`src/rtl/dataflow_sequencer_if.sv`:
```
// Program-in / response-out stream bundle for dataflow_sequencer.
// Both channels use valid/ready: a beat transfers on a rising clock edge where valid && ready; the producer holds its payload stable until then.
interface dataflow_sequencer_if #(
  parameter int NUM_PE = 4,
  parameter int DATA_W = 4
) ();
  localparam int INSTR_W = 2*DATA_W + 5;
  localparam int CNT_W   = $clog2(NUM_PE + 1);

  logic [INSTR_W-1:0] in_instr;
  logic               in_valid;
  logic               in_ready;
  logic [DATA_W-1:0]  out_data;
  logic               out_fault;
  logic [CNT_W-1:0]   out_count;
  logic               out_valid;
  logic               out_ready;

  modport slave (
    input  in_instr, in_valid, out_ready,
    output in_ready, out_data, out_fault, out_count, out_valid
  );

  modport master (
    output in_instr, in_valid, out_ready,
    input  in_ready, out_data, out_fault, out_count, out_valid
  );
endinterface

```
`src/rtl/dataflow_sequencer.sv`:
```
// Loads a short program of PE instructions (one per slot), evaluates the slots
// in order through a small ALU and returns the last slot's result or a fault.
module dataflow_sequencer #(
  parameter int NUM_PE  = 4,
  parameter int DATA_W  = 4,
  parameter int INSTR_W = 2*DATA_W + 5
) (
  input  logic                 clock,
  input  logic                 reset,
  dataflow_sequencer_if.slave  bus,
  output logic                 busy,
  output logic [1:0]           dbg_state_o
);
  localparam int IDX_W = (NUM_PE > 1) ? $clog2(NUM_PE) : 1;
  localparam int CNT_W = $clog2(NUM_PE + 1);
  localparam int CMP_W = (DATA_W > CNT_W) ? DATA_W : CNT_W;

  typedef enum logic [1:0] {
    LOAD  = 2'd0,
    DRAIN = 2'd1,
    EXEC  = 2'd2,
    RESP  = 2'd3
  } state_e;

  state_e             state_q, state_d;
  logic [CNT_W-1:0]   load_cnt_q, load_cnt_d;
  logic [IDX_W-1:0]   exec_cnt_q, exec_cnt_d;
  logic               fault_q, fault_d;

  logic [DATA_W-1:0]  src0_q   [NUM_PE];
  logic [DATA_W-1:0]  src1_q   [NUM_PE];
  logic               imm0_q   [NUM_PE];
  logic               imm1_q   [NUM_PE];
  logic [1:0]         op_q     [NUM_PE];
  logic [DATA_W-1:0]  result_q [NUM_PE];

  logic               in_last;
  logic [DATA_W-1:0]  in_src0, in_src1;
  logic               in_imm0, in_imm1;
  logic [1:0]         in_op;

  logic               store_en, exec_en, ref_fault, prog_end;
  logic [IDX_W-1:0]   load_idx, last_idx;
  logic [DATA_W-1:0]  op_a, op_b, alu_y;

  assign {in_last, in_src0, in_src1, in_imm0, in_imm1, in_op} = bus.in_instr[INSTR_W-1:0];

  assign load_idx    = load_cnt_q[IDX_W-1:0];
  assign last_idx    = IDX_W'(load_cnt_q - 1'b1);
  assign dbg_state_o = state_q;

  // A register reference must point at an already-loaded slot. Any src at or
  // above load_cnt is illegal, which also covers src bits above the index field.
  function automatic logic bad_ref(input logic [DATA_W-1:0] src, input logic use_imm,
                                   input logic [CNT_W-1:0] cnt);
    return !use_imm && (CMP_W'(src) >= CMP_W'(cnt));
  endfunction

  assign ref_fault = bad_ref(in_src0, in_imm0, load_cnt_q) || bad_ref(in_src1, in_imm1, load_cnt_q);
  assign prog_end  = in_last || (load_cnt_q == CNT_W'(NUM_PE - 1));

  always_comb begin
    op_a = imm0_q[exec_cnt_q] ? src0_q[exec_cnt_q] : result_q[src0_q[exec_cnt_q][IDX_W-1:0]];
    op_b = imm1_q[exec_cnt_q] ? src1_q[exec_cnt_q] : result_q[src1_q[exec_cnt_q][IDX_W-1:0]];
    case (op_q[exec_cnt_q])
      2'b00:   alu_y = op_a + op_b;
      2'b01:   alu_y = op_a - op_b;
      2'b10:   alu_y = op_a & op_b;
      default: alu_y = op_a ^ op_b;
    endcase
  end

  always_comb begin
    state_d       = state_q;
    load_cnt_d    = load_cnt_q;
    exec_cnt_d    = exec_cnt_q;
    fault_d       = fault_q;
    store_en      = 1'b0;
    exec_en       = 1'b0;
    busy          = 1'b1;
    bus.in_ready  = 1'b0;
    bus.out_valid = 1'b0;
    bus.out_data  = '0;
    bus.out_fault = 1'b0;
    bus.out_count = '0;
    case (state_q)
      LOAD: begin
        busy         = 1'b0;
        bus.in_ready = 1'b1;
        if (bus.in_valid) begin
          store_en   = 1'b1;
          load_cnt_d = load_cnt_q + 1'b1;
          fault_d    = ref_fault;
          if (prog_end)       state_d = ref_fault ? RESP : EXEC;
          else if (ref_fault) state_d = DRAIN;
        end
      end
      // Swallow the rest of a faulted program so the next one starts clean.
      DRAIN: begin
        bus.in_ready = 1'b1;
        if (bus.in_valid) begin
          load_cnt_d = load_cnt_q + 1'b1;
          if (prog_end) state_d = RESP;
        end
      end
      EXEC: begin
        exec_en    = 1'b1;
        exec_cnt_d = exec_cnt_q + 1'b1;
        if (exec_cnt_q == last_idx) state_d = RESP;
      end
      RESP: begin
        bus.out_valid = 1'b1;
        bus.out_data  = fault_q ? '0 : result_q[last_idx];
        bus.out_fault = fault_q;
        bus.out_count = load_cnt_q;
        if (bus.out_ready) begin
          load_cnt_d = '0;
          exec_cnt_d = '0;
          fault_d    = 1'b0;
          state_d    = LOAD;
        end
      end
      default: state_d = LOAD;
    endcase
  end

  always_ff @(posedge clock or negedge reset) begin
    if (!reset) begin
      state_q    <= LOAD;
      load_cnt_q <= '0;
      exec_cnt_q <= '0;
      fault_q    <= 1'b0;
    end else begin
      state_q    <= state_d;
      load_cnt_q <= load_cnt_d;
      exec_cnt_q <= exec_cnt_d;
      fault_q    <= fault_d;
    end
  end

  always_ff @(posedge clock or negedge reset) begin
    if (!reset) begin
      for (int i = 0; i < NUM_PE; i++) begin
        src0_q[i]   <= '0;
        src1_q[i]   <= '0;
        imm0_q[i]   <= 1'b0;
        imm1_q[i]   <= 1'b0;
        op_q[i]     <= '0;
        result_q[i] <= '0;
      end
    end else begin
      if (store_en) begin
        src0_q[load_idx] <= in_src0;
        src1_q[load_idx] <= in_src1;
        imm0_q[load_idx] <= in_imm0;
        imm1_q[load_idx] <= in_imm1;
        op_q[load_idx]   <= in_op;
      end
      if (exec_en) result_q[exec_cnt_q] <= alu_y;
    end
  end
endmodule

```
`src/flat_wrapper.sv`:
```
// flat-port wrapper written by rule: the top's interface ports become plain ports
module dataflow_sequencer_flat 
#(
  parameter int NUM_PE  = 4,
  parameter int DATA_W  = 4,
  parameter int INSTR_W = 2*DATA_W + 5
)
  (clock, reset, busy, dbg_state_o, bus_in_instr, bus_in_valid, bus_out_ready, bus_in_ready, bus_out_data, bus_out_fault, bus_out_count, bus_out_valid);
  dataflow_sequencer_if #(.NUM_PE(NUM_PE), .DATA_W(DATA_W)) bus_i ();
  input  logic clock;
  input  logic reset;
  output logic busy;
  output logic [1:0] dbg_state_o;
  input wire logic [$bits(bus_i.in_instr)-1:0] bus_in_instr;
  input wire logic [$bits(bus_i.in_valid)-1:0] bus_in_valid;
  input wire logic [$bits(bus_i.out_ready)-1:0] bus_out_ready;
  output wire logic [$bits(bus_i.in_ready)-1:0] bus_in_ready;
  output wire logic [$bits(bus_i.out_data)-1:0] bus_out_data;
  output wire logic [$bits(bus_i.out_fault)-1:0] bus_out_fault;
  output wire logic [$bits(bus_i.out_count)-1:0] bus_out_count;
  output wire logic [$bits(bus_i.out_valid)-1:0] bus_out_valid;
  assign bus_i.in_instr = bus_in_instr;
  assign bus_i.in_valid = bus_in_valid;
  assign bus_i.out_ready = bus_out_ready;
  assign bus_in_ready = bus_i.in_ready;
  assign bus_out_data = bus_i.out_data;
  assign bus_out_fault = bus_i.out_fault;
  assign bus_out_count = bus_i.out_count;
  assign bus_out_valid = bus_i.out_valid;
  dataflow_sequencer #(.NUM_PE(NUM_PE), .DATA_W(DATA_W), .INSTR_W(INSTR_W)) u_core (.clock(clock), .reset(reset), .bus(bus_i), .busy(busy), .dbg_state_o(dbg_state_o));
endmodule
```
`config.mk`:
```
export PLATFORM = sky130hd
export DESIGN_NAME = dataflow_sequencer_flat
export DESIGN_NICKNAME = d
export VERILOG_FILES = /design/src/rtl/dataflow_sequencer_if.sv /design/src/rtl/dataflow_sequencer.sv /design/src/flat_wrapper.sv
export SDC_FILE = /design/constraint.sdc
export NUM_CORES = 1
export LEC_CHECK = 0
export ABC_AREA = 0
export CAP_MARGIN = 0
export CORE_MARGIN = 2
export CORE_UTILIZATION = 25
export DETAILED_ROUTE_END_ITERATION = 8
export HOLD_SLACK_MARGIN = 0.12
export SLEW_MARGIN = 20
export SYNTH_ARGS = -nofsm -noshare
export SYNTH_HDL_FRONTEND = slang
export SYNTH_SLANG_ARGS = --single-unit
```
`constraint.sdc`:
```
create_clock -name clock -period 7.4 [get_ports clock]
set_input_delay 1.48 -clock clock [delete_from_list [all_inputs] [get_ports clock]]
set_output_delay 1.48 -clock clock [all_outputs]
set_load 0.02 [all_outputs]
```
# Word level (Yosys, flattened, before mapping)
# Cells that the tools add are included.
# word_totals
register_bits,72
latch_bits,0
ramBits,0
mem_bits_ro,0
in_bits,17
out_inout_bits,13
n_memories,0
# op_classes
n_addsub,5
mul,0
div_mod_pow,0
magnitude_cmp,9
eq_ne,14
shifts,0
muxes,67
bitwise_logic,7
n_reduce_logical,18
# op_table
operator,n
$mux 4,16
$bwmux 16,3
$bmux 4 s2,5
$mux 2,10
$demux 4 s2,2
$ge 3x3->1 const B,5
$mux 1,15
$not 2->3,5
$pmux 4 s3,1
$mux 3,3
$bwmux 4,2
$bwmux 8,1
$ge 4x3->1,2
$pmux 2 s4,1
$eq 2x2->1 const B,3
$lt 3x1->1 const B,2
$ne 2x1->1 const B,3
$ne 2x2->1 const B,3
$pmux 3 s2,1
$reduce_and 3->1,2
$reduce_and 6->1,1
$reduce_bool 2->1,3
$add 4x4->4,1
$and 4x4->4,1
other kinds (21),29

# Depth between registers and ports, before layout
# logic_depth
word_depth,12
ltp_mapped,18
ltp_nobuf,16

# Worst setup path after synthesis
# OpenSTA, ideal clock, no wires.
# synth_path
path_kind,register -> register
from,register u_core.exec_cnt_q[0]
to,register u_core.result_q[11] (netlist name)
arrival_time_ps,3542
required_time_ps,7276
setup_slack_ps,3734
path_stages_with_launch,16
path_buffers,1
path_cell_list,dfrtp_1 buf_6 mux4_2 mux2_1 o21ai_1 o31a_1 ha_1 mux2i_1 ha_1 nor2b_1 o21a_1 a2111oi_0 a221oi_2 xor2_1 nand2b_1 o21ai_1
# synth_via
elab_chain_cells,12
elab_cells_between_ends,40
cone_classes,add/sub (2); order compare (2); eq/ne (2); mux (27); bitwise (5); reduce/logical (2)
# synth_rtl
element,line_no,text
"start, declared",dataflow_sequencer.sv:27,"logic [IDX_W-1:0] exec_cnt_q, exec_cnt_d;"
"start signal, assigned",dataflow_sequencer.sv:136,exec_cnt_q <= exec_cnt_d;
$not 2->3 (implied by the code) (*),-,
"$bmux 4 s2, on equally long branches","dataflow_sequencer.sv:63, dataflow_sequencer.sv:64",
"$mux 4, on equally long branches (2 in series)","dataflow_sequencer.sv:63, dataflow_sequencer.sv:64",
"$not 2->3, on equally long branches","dataflow_sequencer.sv:63, dataflow_sequencer.sv:64",
"$bmux 4 s2, on equally long branches","dataflow_sequencer.sv:63, dataflow_sequencer.sv:64",
"$mux 4, on equally long branches (3 in series)","dataflow_sequencer.sv:63, dataflow_sequencer.sv:64",
"$sub 4x4->4, or another cell as far along",dataflow_sequencer.sv:67,2'b01: alu_y = op_a - op_b;
$pmux 4 s3,dataflow_sequencer.sv:65,case (op_q[exec_cnt_q])
$bwmux 16 (*),dataflow_sequencer.sv:159,if (exec_en) result_q[exec_cnt_q] <= alu_y;
"end signal, assigned by index",dataflow_sequencer.sv:159,
"end, declared",dataflow_sequencer.sv:35,logic [DATA_W-1:0] result_q [NUM_PE];
# Every way passes the cells marked *; elsewhere a longest branch is shown, timed or not. The select of a mux whose other input is x is not followed.
# A chain may end at the register's enable or synchronous reset.

# Final worst setup path
# layout_path
from,register u_core.exec_cnt_q[1]
to,register u_core.result_q[15] (netlist name)
# Same word-level chain as after synthesis.

==> results.md <==
Status:
- The flow ran to the end, and the final reports show no timing, DRC or antenna violations.

CTS:
- Counting every sink on the clock net gives 72.
- The number of buffers inserted during clock tree synthesis is 9.
- The TritonCTS clock tree is yes.
- Once the clock tree was built, the resizer swapped 0 gates to a different size.
- CTS built an H-tree with a depth of 3.
- After clock tree synthesis, the clock-pin slew on the worst setup and hold paths is 0.06 ns.
- The number of buffers inserted by post-CTS setup repair is 0.
- The insertion delay of the later-clocked pin in the worst-skew pair is 0.33 ns.
- The count of hold-fix buffers inserted at cts is 0.
- The clock passes through at most 2 buffers.
- The cell at the root of the clock tree is clkbuf_16.

Place:
- The placed wire-length estimate after detailed placement is 6883 µm.
- Before CTS, the worst setup slack after placement is 2.700 ns.
- The placed instances occupy a cell area of 0.004726 mm².
- Port buffering added 29 buffers.
- The last weighted congestion value of the routability-driven placer is 0.8955.

Critical path:
- In this run the worst setup path begins at u_core.exec_cnt_q[1].
- The category of the worst setup path launch point is a register.
- In this run the critical register-to-register path is launched from u_core.exec_cnt_q[1].
- The slowest stage cell on the critical path is dfrtp_1.
- Among cell families on the critical path, the largest total delay comes from compound AO/OA/AOI/OAI gates.
- The kind of critical path is register to register.
- Data arrives at the worst endpoint at 4.65 ns.
- The setup slack on the worst flop-to-flop path is 2.96 ns.
- At the worst endpoint, the required time is 7.61 ns.
- The critical path goes through mux4_2, mux2_1, o21ai_1, o31a_1, ha_1, mux2i_1, ha_1, nor2b_1, o21a_1, a2111oi_0, a221oi_2, xor2_1, nand2b_1, o21ai_1.
- The endpoint class of the critical path is a register.
- The largest stage delay on the critical path is 0.89 ns.
- The number of buffers and inverters on the critical path is 0.
- The cell count of the worst reg-to-reg path is 14.
- Of all nets on the critical path, the largest fanout is 18.
- The end of the worst register-to-register path is u_core.result_q[15].

Synth:
- Synthesis inferred 72 register bits.
- The post-synth net total is 400.
- The library cell with the largest summed area after synthesis is dfrtp_1.
- The share of synthesized flip-flops with an asynchronous set or reset is 100.0%.
- Each instance of the synthesized netlist takes up on average 11.92 µm².
- The number of warnings reported in the yosys synthesis log is 0.
- Summed over its instances, the top area cell type makes up 42.58% of the synthesized netlist area.
- Sorting the synthesized cells by area gives the leading types as dfrtp_1 43%, mux2_2 15%, mux4_2 9.0%, ha_1 8.0%, mux2i_1 3.8%.
- The predominant post-synthesis flop cell is dfrtp_1.
- After technology mapping, the gate count stands at 355.
- In the synthesized netlist, the cells that appear most often are 72 x dfrtp_1, 56 x mux2_2, 27 x ha_1.
- The netlist uses 40 different library cells.
- Sequential elements use 42.58% of the synthesized area.
- The number of enable-type register cells in the synthesized netlist is 0.
- Among all cell types in the netlist, the one instantiated most often is dfrtp_1.
- The netlist area before placement is 0.004232 mm².

STA:
- The number of hold violations in the final report is 0.
- The number of max-slew violations in the final report is 0.
- Setup repair after global routing left no endpoint under its margin.
- The final worst-path setup slack is 2.960 ns.
- On the final layout, the worst clock skew is 0.005604 ns.
- The share of the clock period used by the worst path after layout is 60.00%.
- The smallest clock period supported by the final layout is computed as 4.440 ns.
- The number of setup violations in the final report is 0.
- The fmax is 225.2 MHz.
- The worst pin sits at a relative slew slack of 38.12%.
- The total negative slack is 0 ns.
- The worst-margin pin slew is 0.9283 ns.

Final layout:
- The synthesis-to-layout area growth is 20.34%.
- The fraction of final layout cells sized beyond drive strength 1 is 24.61%.
- After filler insertion, the fill cell instance count of the layout stands at 1664.
- The total inserted antenna cells is 0.
- The net count of the finished layout is 426.
- The finished cells cover 0.005092 mm².

Global route:
- The global-route wire length before repair is 16420 µm.
- The initial antenna violation count is 0.
- The leftover overflow at the end of global routing is 0.
- The largest net degree at the start of global routing is 73.
- The via count of the first global-routing pass is 3093.
- For this run, the total global-route usage over all layers was measured as 11.56%.

Floorplan:
- Pin placement for this block handled 30 I/O pins.
- After floorplanning, the core was divided into 47 placement rows.
- The initial utilization of the core area, before any placement, comes to 25.52%.
- The die boundary height is 134.1 µm.
- From left edge to right edge, the die measures 134.1 µm.
- In this run the standard cell core region covers 0.01658 mm².
- The die footprint is 0.01798 mm².

Route:
- The total via count after detailed routing is 2810.
- The detail route stage leaves a number of antenna-violating nets equal to 0.
- After detailed routing, the number of vias per cell comes to 4.637.
- The routed wire length is 9659 µm.
- The count of unresolved DRC violations after routing is 0.
- In the final routed layout, each cell accounts on average for 15.94 µm.
- For this block, the initial DRC count from the detailed router was 89.
- The number of iterations in the first detailed-routing pass is 4.

Flow run:
- The reported max-cap violation count is 0.

Min path:
- In this run the most critical hold path is launched from u_core.src0_q[4].
- The min-delay analysis places its worst path in the category register to register.
- For hold timing, the worst endpoint is u_core.src0_q[4].
- The worst hold path passes through 2 cells.
-- cells by family (layout without fill, tap and decap cells) --
| group | Yosys count | in the layout | synth area share, % |
|---|---|---|---|
| AOI/OAI and AO/OA | 53 | 53 | 7.747 |
| muxes | 91 | 91 | 28.27 |
| xor gates and xnor gates | 6 | 6 | 1.242 |
| DFF | 72 | 72 | 42.58 |
| and+or+nand+nor | 73 | 73 | 8.457 |
| adders and majority gates | 28 | 28 | 8.456 |
| buffers and inverters | 32 | 63 | 3.252 |
-- sequential cells by signal (all words and copies together), names as in the netlist --
name	flops
u_core.dbg_state_o	2
u_core.exec_cnt_q	2
u_core.fault_q	1
u_core.imm0_q	4
u_core.imm1_q	4
u_core.load_cnt_q	3
u_core.op_q	8
u_core.result_q	16
u_core.src0_q	16
u_core.src1_q	16
-- worst register-to-register path, cell delays in order (launching register included) --
cell and delay [ns]:
dfrtp_1 0.89, mux4_2 0.51, mux2_1 0.33, o21ai_1 0.12, o31a_1 0.19, ha_1 0.24
mux2i_1 0.26, ha_1 0.30, nor2b_1 0.13, o21a_1 0.20, a2111oi_0 0.59, a221oi_2 0.14
xor2_1 0.18, nand2b_1 0.15, o21ai_1 0.09
-- placed cells by master, fill, tap and decap left out, drive strengths merged, types with 2 or more instances in the layout --
cell,instances
dfrtp,72
mux2,58
clkdlybuf4s50,28
ha,27
nand2,22
o21ai,22
mux4,17
inv,17
mux2i,16
nor2,15
clkbuf,12
nor2b,9
a21oi,9
nand2b,8
nand3,6
and2,5
o22ai,4
xor2,4
or2,4
a31oi,3
o21a,3
bufinv,3
o31a,2
xnor2,2
or3,2
a21o,2
a211oi,2
a221oi,2
buf,2
-- per-stage QoR --
step                      hold WS (ns)  util (%)  cells
final                           0.4760     30.71    606
after global routing            0.5097     30.71    606
after CTS                       0.4796     30.70    606
after detailed placement        0.4676     28.50    590
after global placement          0.4566     28.50    590
after floorplan                 0.4446         -    355
-- worst max-delay path by stage --
stage,endpoint,slack (ns),depth (start not counted)
detailed placement,u_core.result_q[15],2.70,14
global route,u_core.result_q[15],2.81,14
floorplan,u_core.result_q[11],3.73,15
finish,u_core.result_q[15],2.96,14
global placement,u_core.result_q[7],2.94,14
CTS,u_core.result_q[15],2.68,14
-- layer usage --
| layer | GRT usage (%) | part of all wire, % |
|---|---|---|
| met3 | 2.494 | 2.9 |
| met4 | 3.450 | 1.8 |
| met1 | 14.18 | 45 |
| met5 | 0 | 0 |
| met2 | 20.40 | 51 |
-- area by class of cell --
type | count | area, µm² | area share (%)
inverters | 17 | 63.81 | 1.253
multi-input cells | 251 | 2292 | 45.01
clock inverters | 4 | 98.84 | 1.941
clock buffers | 12 | 266.5 | 5.233
repair buffers | 30 | 292.8 | 5.749
flip-flops and latches | 72 | 1803 | 35.41
well taps | 220 | 275.3 | 5.405
Power is not shown: default switching activity piles up to over one toggle a cycle in this logic, so the estimate is an artifact.
